File: src/rtl/another_vid_ctrl.sv
// another_vid_ctrl: Wishbone-slave display controller with a queued frame-base FIFO and on-chip palette.
// Latency: bus ack and read data one cycle after access; frame pop lands one cycle after vsync; palette scanout one cycle.
// Backpressure: none on the bus (every access acks); frame pushes into a full FIFO with no pop are dropped and counted.
//
// Ports:
//   wb_clk, wb_rst          clock, asynchronous active-high reset
//   i_wb_* / o_wb_*         Wishbone slave (adr, dat, we, cyc in; rdt, ack out)
//   i_vsync                 vertical sync, pops the next queued frame
//   o_frame_adr/new/fifo_full  current frame base, change pulse, FIFO full flag
//   i_pal_idx / o_pal_dat   scanout palette read (registered)
//   o_pal_upd               pulse on any palette write
//
// Optional macro ANOTHER_VID_CTRL_STATUS_EN: enables region 4'h3 status read,
// drop counter, and flush/clear on write with bit 31 set.

module another_vid_ctrl #(
  parameter int          FIFO_DEPTH  = 4,
  parameter int          PAL_AW      = 4,
  parameter int          PAL_DW      = 16,
  parameter logic [31:0] RESET_FRAME = 32'h0000_0000
) (
  input  logic              wb_clk,
  input  logic              wb_rst,
  input  logic [31:0]       i_wb_adr,
  input  logic [31:0]       i_wb_dat,
  input  logic              i_wb_we,
  input  logic              i_wb_cyc,
  output logic [31:0]       o_wb_rdt,
  output logic              o_wb_ack,
  input  logic              i_vsync,
  output logic [31:0]       o_frame_adr,
  output logic              o_frame_new,
  output logic              o_fifo_full,
  input  logic [PAL_AW-1:0] i_pal_idx,
  output logic [PAL_DW-1:0] o_pal_dat,
  output logic              o_pal_upd
);

  localparam int PW = $clog2(FIFO_DEPTH);
  localparam int LW = PW + 1;

  logic [31:0]       fifo_mem [FIFO_DEPTH];
  logic [PAL_DW-1:0] pal_mem  [2**PAL_AW];
  logic [PW-1:0]     wr_ptr, rd_ptr;
  logic [LW-1:0]     level, level_nxt;

  logic              access, wr_en, push_req, push, pop, full_now, flush;
  logic [3:0]        region;
  logic [PAL_AW-1:0] pal_bus_idx;
  logic [31:0]       rdata;

  // Only part of the address/data buses is decoded.
  logic unused_bits;
  assign unused_bits = ^{i_wb_adr, i_wb_dat};

  // An access is taken on the first cycle of cyc; the ack cycle itself is not a new access.
  assign access      = i_wb_cyc & ~o_wb_ack;
  assign wr_en       = access & i_wb_we;
  assign region      = i_wb_adr[31:28];
  assign pal_bus_idx = i_wb_adr[PAL_AW+1:2];
  assign full_now    = (level == LW'(FIFO_DEPTH));
  assign push_req    = wr_en & (region == 4'h1);

`ifdef ANOTHER_VID_CTRL_STATUS_EN
  logic [15:0] drop_cnt;
  logic        drop;
  assign flush = wr_en & (region == 4'h3) & i_wb_dat[31];
  assign drop  = push_req & full_now & ~pop;

  always_ff @(posedge wb_clk or posedge wb_rst) begin
    if (wb_rst)                          drop_cnt <= 16'h0000;
    else if (flush)                      drop_cnt <= 16'h0000;
    else if (drop && drop_cnt != 16'hFFFF) drop_cnt <= drop_cnt + 16'h0001;
  end
`else
  assign flush = 1'b0;
`endif

  // Empty FIFO never pops, so a push in the same cycle is not bypassed.
  // A full FIFO accepts a push only when the head leaves the same cycle.
  assign pop  = i_vsync & (level != '0) & ~flush;
  assign push = push_req & (~full_now | pop);

  always_comb begin
    level_nxt = level;
    if (flush) level_nxt = '0;
    else begin
      case ({push, pop})
        2'b10:   level_nxt = level + LW'(1);
        2'b01:   level_nxt = level - LW'(1);
        default: level_nxt = level;
      endcase
    end
  end

  always_comb begin
    rdata = 32'h0;
    case (region)
      4'h1: rdata = o_frame_adr;
      4'h2: rdata[PAL_DW-1:0] = pal_mem[pal_bus_idx];
`ifdef ANOTHER_VID_CTRL_STATUS_EN
      4'h3: rdata = {drop_cnt, 7'b0, full_now, 8'(level)};
`endif
      default: rdata = 32'h0;
    endcase
  end

  // Storage arrays carry no reset.
  always_ff @(posedge wb_clk) begin
    if (push) fifo_mem[wr_ptr] <= i_wb_dat;
    if (wr_en && region == 4'h2) pal_mem[pal_bus_idx] <= i_wb_dat[PAL_DW-1:0];
  end

  always_ff @(posedge wb_clk or posedge wb_rst) begin
    if (wb_rst) begin
      o_wb_ack    <= 1'b0;
      o_wb_rdt    <= 32'h0;
      o_frame_adr <= RESET_FRAME;
      o_frame_new <= 1'b0;
      o_fifo_full <= 1'b0;
      o_pal_dat   <= '0;
      o_pal_upd   <= 1'b0;
      level       <= '0;
      wr_ptr      <= '0;
      rd_ptr      <= '0;
    end else begin
      o_wb_ack    <= access;
      if (access) o_wb_rdt <= rdata;
      o_pal_upd   <= wr_en & (region == 4'h2);
      // Read-before-write: a same-cycle bus write to this index is seen next cycle.
      o_pal_dat   <= pal_mem[i_pal_idx];
      o_frame_new <= pop;
      if (pop) begin
        o_frame_adr <= fifo_mem[rd_ptr];
        rd_ptr      <= rd_ptr + PW'(1);
      end
      if (push) wr_ptr <= wr_ptr + PW'(1);
      if (flush) begin
        wr_ptr <= '0;
        rd_ptr <= '0;
      end
      level       <= level_nxt;
      o_fifo_full <= (level_nxt == LW'(FIFO_DEPTH));
    end
  end

endmodule
File: config.mk
export PLATFORM = sky130hd
export DESIGN_NAME = another_vid_ctrl
export DESIGN_NICKNAME = d
export VERILOG_FILES = /design/src/rtl/another_vid_ctrl.sv
export SDC_FILE = /design/constraint.sdc
export NUM_CORES = 1
export LEC_CHECK = 0
export ABC_CLOCK_PERIOD_IN_PS = 7200
export BUFFER_PORTS_ARGS = -buffer_cell sky130_fd_sc_hd__buf_2
export CELL_PAD_IN_SITES_DETAIL_PLACEMENT = 1
export CELL_PAD_IN_SITES_GLOBAL_PLACEMENT = 1
export CORE_MARGIN = 2
export CORE_UTILIZATION = 40
export DETAILED_ROUTE_END_ITERATION = 8
export PLACE_DENSITY_LB_ADDON = 0.2
export SYNTH_ARGS = -nofsm -noshare
export SYNTH_HDL_FRONTEND = slang
export SYNTH_SLANG_ARGS = --single-unit
File: constraint.sdc
create_clock -name wb_clk -period 7.2 [get_ports wb_clk]
set_input_delay 0.36 -clock wb_clk [delete_from_list [all_inputs] [get_ports wb_clk]]
set_output_delay 0.36 -clock wb_clk [all_outputs]
set_load 0.05 [all_outputs]
==> flow_summary.json, run 1 <==
{
  "outcome": "completed",
  "ys_seq_elements": 475,
  "ant_nets": 0,
  "cp.arrival_ps": 4110,
  "area_delta_synth_final_pct": 16.4,
  "worstPathCellList": "nand2b_1 -> buf_4 -> inv_2 -> nand3_1 -> inv_1 -> nand3_1 -> nor3_2 -> buf_4",
  "cap_violations": 0,
  "vias": 10400,
  "rsz0062_at_grt": "false",
  "critical-path-top-delay-family": "simple AND/OR/NAND/NOR gates",
  "drc": 0,
  "dieArea_um2": 50800,
  "worstSetupPathType": "flip-flop to flip-flop",
  "syn_avg_cell_area_um2": 19.8,
  "syn_inst": 993,
  "crit_fanout": 33,
  "power_density_nw_per_um2": 311,
  "grtUsageTotal_pct": 20.4,
  "cp-end-kind": "flip-flop",
  "antenna_found_initial": 4,
  "final_area_um2": 22800,
  "clock_skew_ps": 17.3,
  "ir_drop_uv": 202,
  "place_congestion": 0.741,
  "post_cts_buffers": 0,
  "fin_crit_ps": 3840,
  "clock_path_buffers": 3,
  "die_x_um": 225,
  "fin_setup_tns_ps": 0,
  "path_buf_inv": 4,
  "cts_sinks": 475,
  "fin_nets": 1239,
  "dieHeight_um": 225,
  "ctsHoldBuffers": 17,
  "firstDrtPassIters": 5,
  "ys_top_cells_by_area": "edfxtp_1 59%, mux4_2 20%, dfrtp_1 12%",
  "synth_top_area_share_pct": 58.8,
  "rr_endpoint": "pal_mem[3][12]",
  "grt_max_degree": 66,
  "clk_pin_slew_ps": 60,
  "wirelength_um": 50700,
  "insertion_delay_ps": 590,
  "grt_pass1_wl_um": 74500,
  "async_flop_share_pct": 19.2,
  "synth_edf_count": 384,
  "hold_depth": 1,
  "io_pins": 157,
  "maxSlewHeadroom_pct": 17.6,
  "setup_viol_count_final": 0,
  "drv_slew": 0,
  "wl_per_cell_um": 27.8,
  "post_dp_cell_area_um2": 21000,
  "whs_endpoint": "pal_mem[14][12]",
  "period_share_pct": 53.3,
  "synthTopCellsByCount": "384 x edfxtp_1, 176 x mux4_2, 131 x nand2_1, 91 x dfrtp_1, 32 x a22oi_1",
  "postCtsResizedCells": 0,
  "cp.required_ps": 7470,
  "cts_buffers": 51,
  "ys.flop_type": "edfxtp_1",
  "p_leak_nw": 8.10,
  "grt_pass1_vias": 11100,
  "syn_area_um2": 19600,
  "yosysWarnings": 0,
  "overflow": 0,
  "crit_slowest_cell": "nor3_2",
  "fillers": 4582,
  "hold_class": "input port to flip-flop",
  "syn_nets": 1072,
  "reg2regPathDepth": 8,
  "drive_gt1_share_pct": 37.0,
  "htree_levels": 2,
  "dp_hpwl_um": 30600,
  "cts_root_buffer": "clkbuf_16",
  "cts_tree": "yes",
  "reg2reg_from": "o_wb_ack",
  "initial_utilization_pct": 40.3,
  "row_count": 81,
  "rrSetupSlack_ps": 3360,
  "tightest_slew_ps": 1230,
  "finalHoldViolCount": 0,
  "yosys.cell_count.top_type": "edfxtp_1",
  "min_from": "i_wb_dat[12]",
  "max_stage_delay_ps": 960,
  "setup.worst_path.start_class": "flip-flop",
  "drt_first_iter_violations": 869,
  "ys_types": 33,
  "viasPerCell": 5.69,
  "yosysTopAreaCell": "edfxtp_1",
  "core_area_um2": 48600,
  "clock.fmax_mhz": 260,
  "io_buffers": 132,
  "ys_seq_area_share_pct": 70.4
}
-- per-layer routing --
layer  global-route usage [%]  vias up  part of all wire [%]
li1                         -     4392                     -
met1                     28.5     5630                    43
met2                     33.5      291                    50
met3                     3.05       73                   4.8
met4                     6.24        2                   2.4
met5                        0        -                 0.014
-- placed cells by master (no fill, tap or decap), types with 16 or more instances in the layout --
cell type      instances
nand3_1               19
nand2_1              131
dlygate4sd3_1         17
a21oi_1               16
clkbuf_16             51
buf_4                 34
dfrtp_1               90
mux4_2               176
buf_2                130
edfxtp_1             384
a22oi_1               32
a221o_1               16
-- registers in the layout, summed over array words and instances (netlist names) --
register and cells:
pal_mem 256, fifo_mem 128, o_frame_adr 32, o_wb_rdt 32, o_pal_dat 16, level 3, rd_ptr 2, wr_ptr 2
o_fifo_full 1, o_frame_new 1, o_pal_upd 1, o_wb_ack 1
-- where the power goes --
part / internal (W) / leakage [nW] / switching [W]
sequential: 0.00311 / 4.60 / 0.000145
clock: 0.00152 / 0.814 / 0.00107
combinational: 0.000420 / 2.68 / 0.000838
total: 0.00504 / 8.10 / 0.00205
-- worst max-delay path by stage --
stage	start	to	slack [ps]	cells past startpoint
2_1_floorplan	o_wb_ack	pal_mem[0][0]	3690	6
3_3_place_gp	i_wb_cyc	pal_mem[3][11]	3390	9
3_5_place_dp	i_wb_cyc	pal_mem[1][2]	3340	9
4_1_cts	o_wb_ack	pal_mem[2][12]	3300	8
5_1_grt	o_wb_ack	pal_mem[1][1]	3150	8
6_report	o_wb_ack	pal_mem[3][12]	3360	8
-- area by class of cell --
| type | count | area, µm² | area share, % |
|---|---|---|---|
| clock inverter | 30 | 272 | 1.19 |
| multi-input combinational | 441 | 5500 | 24.1 |
| timing repair buffer | 181 | 1080 | 4.71 |
| tap | 622 | 778 | 3.41 |
| clock buffer | 64 | 1370 | 5.98 |
| antenna | 2 | 5.00 | 0.0219 |
| sequential | 475 | 13800 | 60.5 |
| inverter | 10 | 40.0 | 0.175 |
-- kinds of logic after synthesis --
family                     after synthesis  synth area share, %
buffers and inverters                   77                 2.03
xor gates and xnor gates                 6                0.268
AOI/OAI and AO/OA                       65                 2.49
DFF                                    475                 70.4
and+or+nand+nor                        186                 4.11
adders and majority gates                6                0.421
muxes                                  178                 20.3
-- through the flow --
step	utilization, %	total power [W]	worst slack (ps)	hold slack (ps)	std cells
after CTS	46.9	0.00718	3300	162	1823
after global placement	43.2	0.00456	3390	405	1712
final	47.0	0.00710	3360	189	1825
after detailed placement	43.2	0.00458	3340	413	1712
after global routing	47.0	0.00738	3150	193	1825
after floorplan	-	0.00421	3690	459	993
(Power assumes the default switching activity.)
==> run 2: changes to the inputs <==
Settings changed: ABC_CLOCK_PERIOD_IN_PS 7200 to 3800.
Clock period 7.2 ns to 3.8 ns, I/O delays scaled along.
==> run 2 against run 1 <==
Net effect: clock power is 88% higher; register-to-register slack worse by 2300 ps; first-iteration DRC count decreased by 12%; via count up 0.79%; final cell count grew 1.4%.
==> flow_summary.json, run 2 (synthesis results as in run 1) <==
{
  "outcome": "completed",
  "largest-register": "pal_mem",
  "cts_sinks": 475,
  "setup_viol_count_final": 0,
  "seqCellArea_um2": 13800,
  "hold_class": "input port to flip-flop",
  "clock_skew_ps": 15.2,
  "io_buffers": 132,
  "firstDrtPassIters": 5,
  "dieHeight_um": 225,
  "ant_nets": 0,
  "place_inst": 1735,
  "ir_drop_uv": 444,
  "top_regs": "pal_mem: 256 flops, fifo_mem: 128 flops",
  "wirelength_um": 50500,
  "io_pins": 157,
  "worstPathCellList": "nor4b_1 -> nor2_1 -> inv_1 -> ha_1 -> inv_1 -> fa_1 -> xor2_1 -> nor2_1 -> xor2_1 -> nor3b_1",
  "setup_ws_ps": 1020,
  "clk_pin_slew_ps": 60,
  "area_delta_synth_final_pct": 17.6,
  "period_share_pct": 73.1,
  "power_density_nw_per_um2": 582,
  "die_x_um": 225,
  "drc": 0,
  "drt_first_iter_violations": 761,
  "insertion_delay_ps": 590,
  "crit_fanout": 7,
  "overflow": 0,
  "cts_root_buffer": "clkbuf_16",
  "grtUsageTotal_pct": 20.5,
  "drv_slew": 0,
  "hold_depth": 1,
  "grt_pass1_wl_um": 75600,
  "cp.arrival_ps": 3250,
  "initial_utilization_pct": 40.3,
  "post_cts_buffers": 0,
  "fillers": 4581,
  "cp-end-kind": "flip-flop",
  "reg2regPathDepth": 10,
  "largest_register_ffs": 256,
  "dieArea_um2": 50800,
  "mostFrequentLayoutCell": "edfxtp_1",
  "core_area_um2": 48600,
  "vias": 10500,
  "clock_path_buffers": 3,
  "cts_buffers": 51,
  "drive_gt1_share_pct": 37.8,
  "clock.fmax_mhz": 360,
  "fin_cells": 1851,
  "ctsHoldBuffers": 20,
  "holdWs_ps": 33.8,
  "cts_tree": "yes",
  "cp.required_ps": 4270,
  "fin_nets": 1265,
  "grt_max_degree": 68,
  "p_leak_nw": 8.22,
  "wl_per_cell_um": 27.3,
  "multi_input_area_um2": 5500,
  "fin_setup_tns_ps": 0,
  "antenna_found_initial": 0,
  "maxSlewHeadroom_pct": 29.2,
  "fin_crit_ps": 2780,
  "pre_cts_ws_ps": 898,
  "crit_slowest_cell": "nor4b_1",
  "finalHoldViolCount": 0,
  "layout_common_cells": "384 x edfxtp_1, 176 x mux4_2, 131 x nand2_1",
  "cap_violations": 0,
  "antenna_cells": 0,
  "worstSetupPathType": "flip-flop to flip-flop",
  "place_congestion": 0.729,
  "postCtsResizedCells": 0,
  "viasPerCell": 5.66,
  "setup.worst_path.start_class": "flip-flop",
  "grt_pass1_vias": 11400,
  "tightest_slew_ps": 1060,
  "dp_hpwl_um": 31400,
  "max_stage_delay_ps": 510,
  "rsz0062_at_grt": "false",
  "row_count": 81,
  "htree_levels": 2
}
==> run 2: cell count changes in the layout (fill, tap and decap cells not counted), moves of 3 or more <==
cell / delta
buf_12: +3
dlygate4sd3_1: +3
buf_4: +20
clkinv_1: +3
clkinv_2: -7
clkinvlp_4: +3
==> run 2: where the power goes <==
group	total (W)	leakage [nW]	switching, W	internal, W
registers	0.00614	4.60	0.000251	0.00589
clock network	0.00486	0.790	0.00207	0.00280
logic	0.00244	2.83	0.00162	0.000815
==> run 2: critical path, delay by kind of cell, from the launching register on <==
| family | cells | cell delay, ps |
|---|---|---|
| simple gates | 4 | 1140 |
| flops | 1 | 440 |
| xor+xnor | 2 | 330 |
| fa+ha+maj | 2 | 570 |
| buf+inv | 2 | 180 |
==> run 2: final cells by class <==
class	instances	share of cell area [%]
clock buffers	67	6.06
well taps	622	3.37
flip-flops and latches	475	59.9
repair buffers	207	5.70
multi-input cells	441	23.8
clock inverters	29	1.02
inverters	10	0.174
==> run 2: path summary, 6_finish.rpt <==
path	startpoint	to	slack, ps
min in group asynchronous	wb_rst	o_pal_dat[1]	370
setup reg to reg	level[0]	o_fifo_full	1020
setup / recovery	level[0]	o_fifo_full	1020
max in group asynchronous	wb_rst	o_frame_adr[6]	2410
hold reg to reg	o_wb_rdt[31]	o_wb_rdt[31]	460
hold / removal	i_wb_dat[10]	fifo_mem[1][10]	30
==> run 2: metrics by stage <==
step	utilization [%]	area (µm²)	power, W
finish	47.4	23100	0.0134
floorplan	-	19600	0.00798
global route	47.4	23100	0.0140
global placement	43.7	21200	0.00865
CTS	47.4	23100	0.0136
detailed placement	43.7	21200	0.00871
==> run 2: per-layer routing <==
metal / share of wire, % / vias to the layer above / global-route usage, %
li1: - / 4450 / -
met1: 44 / 5658 / 28.9
met2: 49 / 278 / 33.1
met3: 4.6 / 84 / 3.13
met4: 2.8 / 0 / 6.56
met5: 0 / - / 0
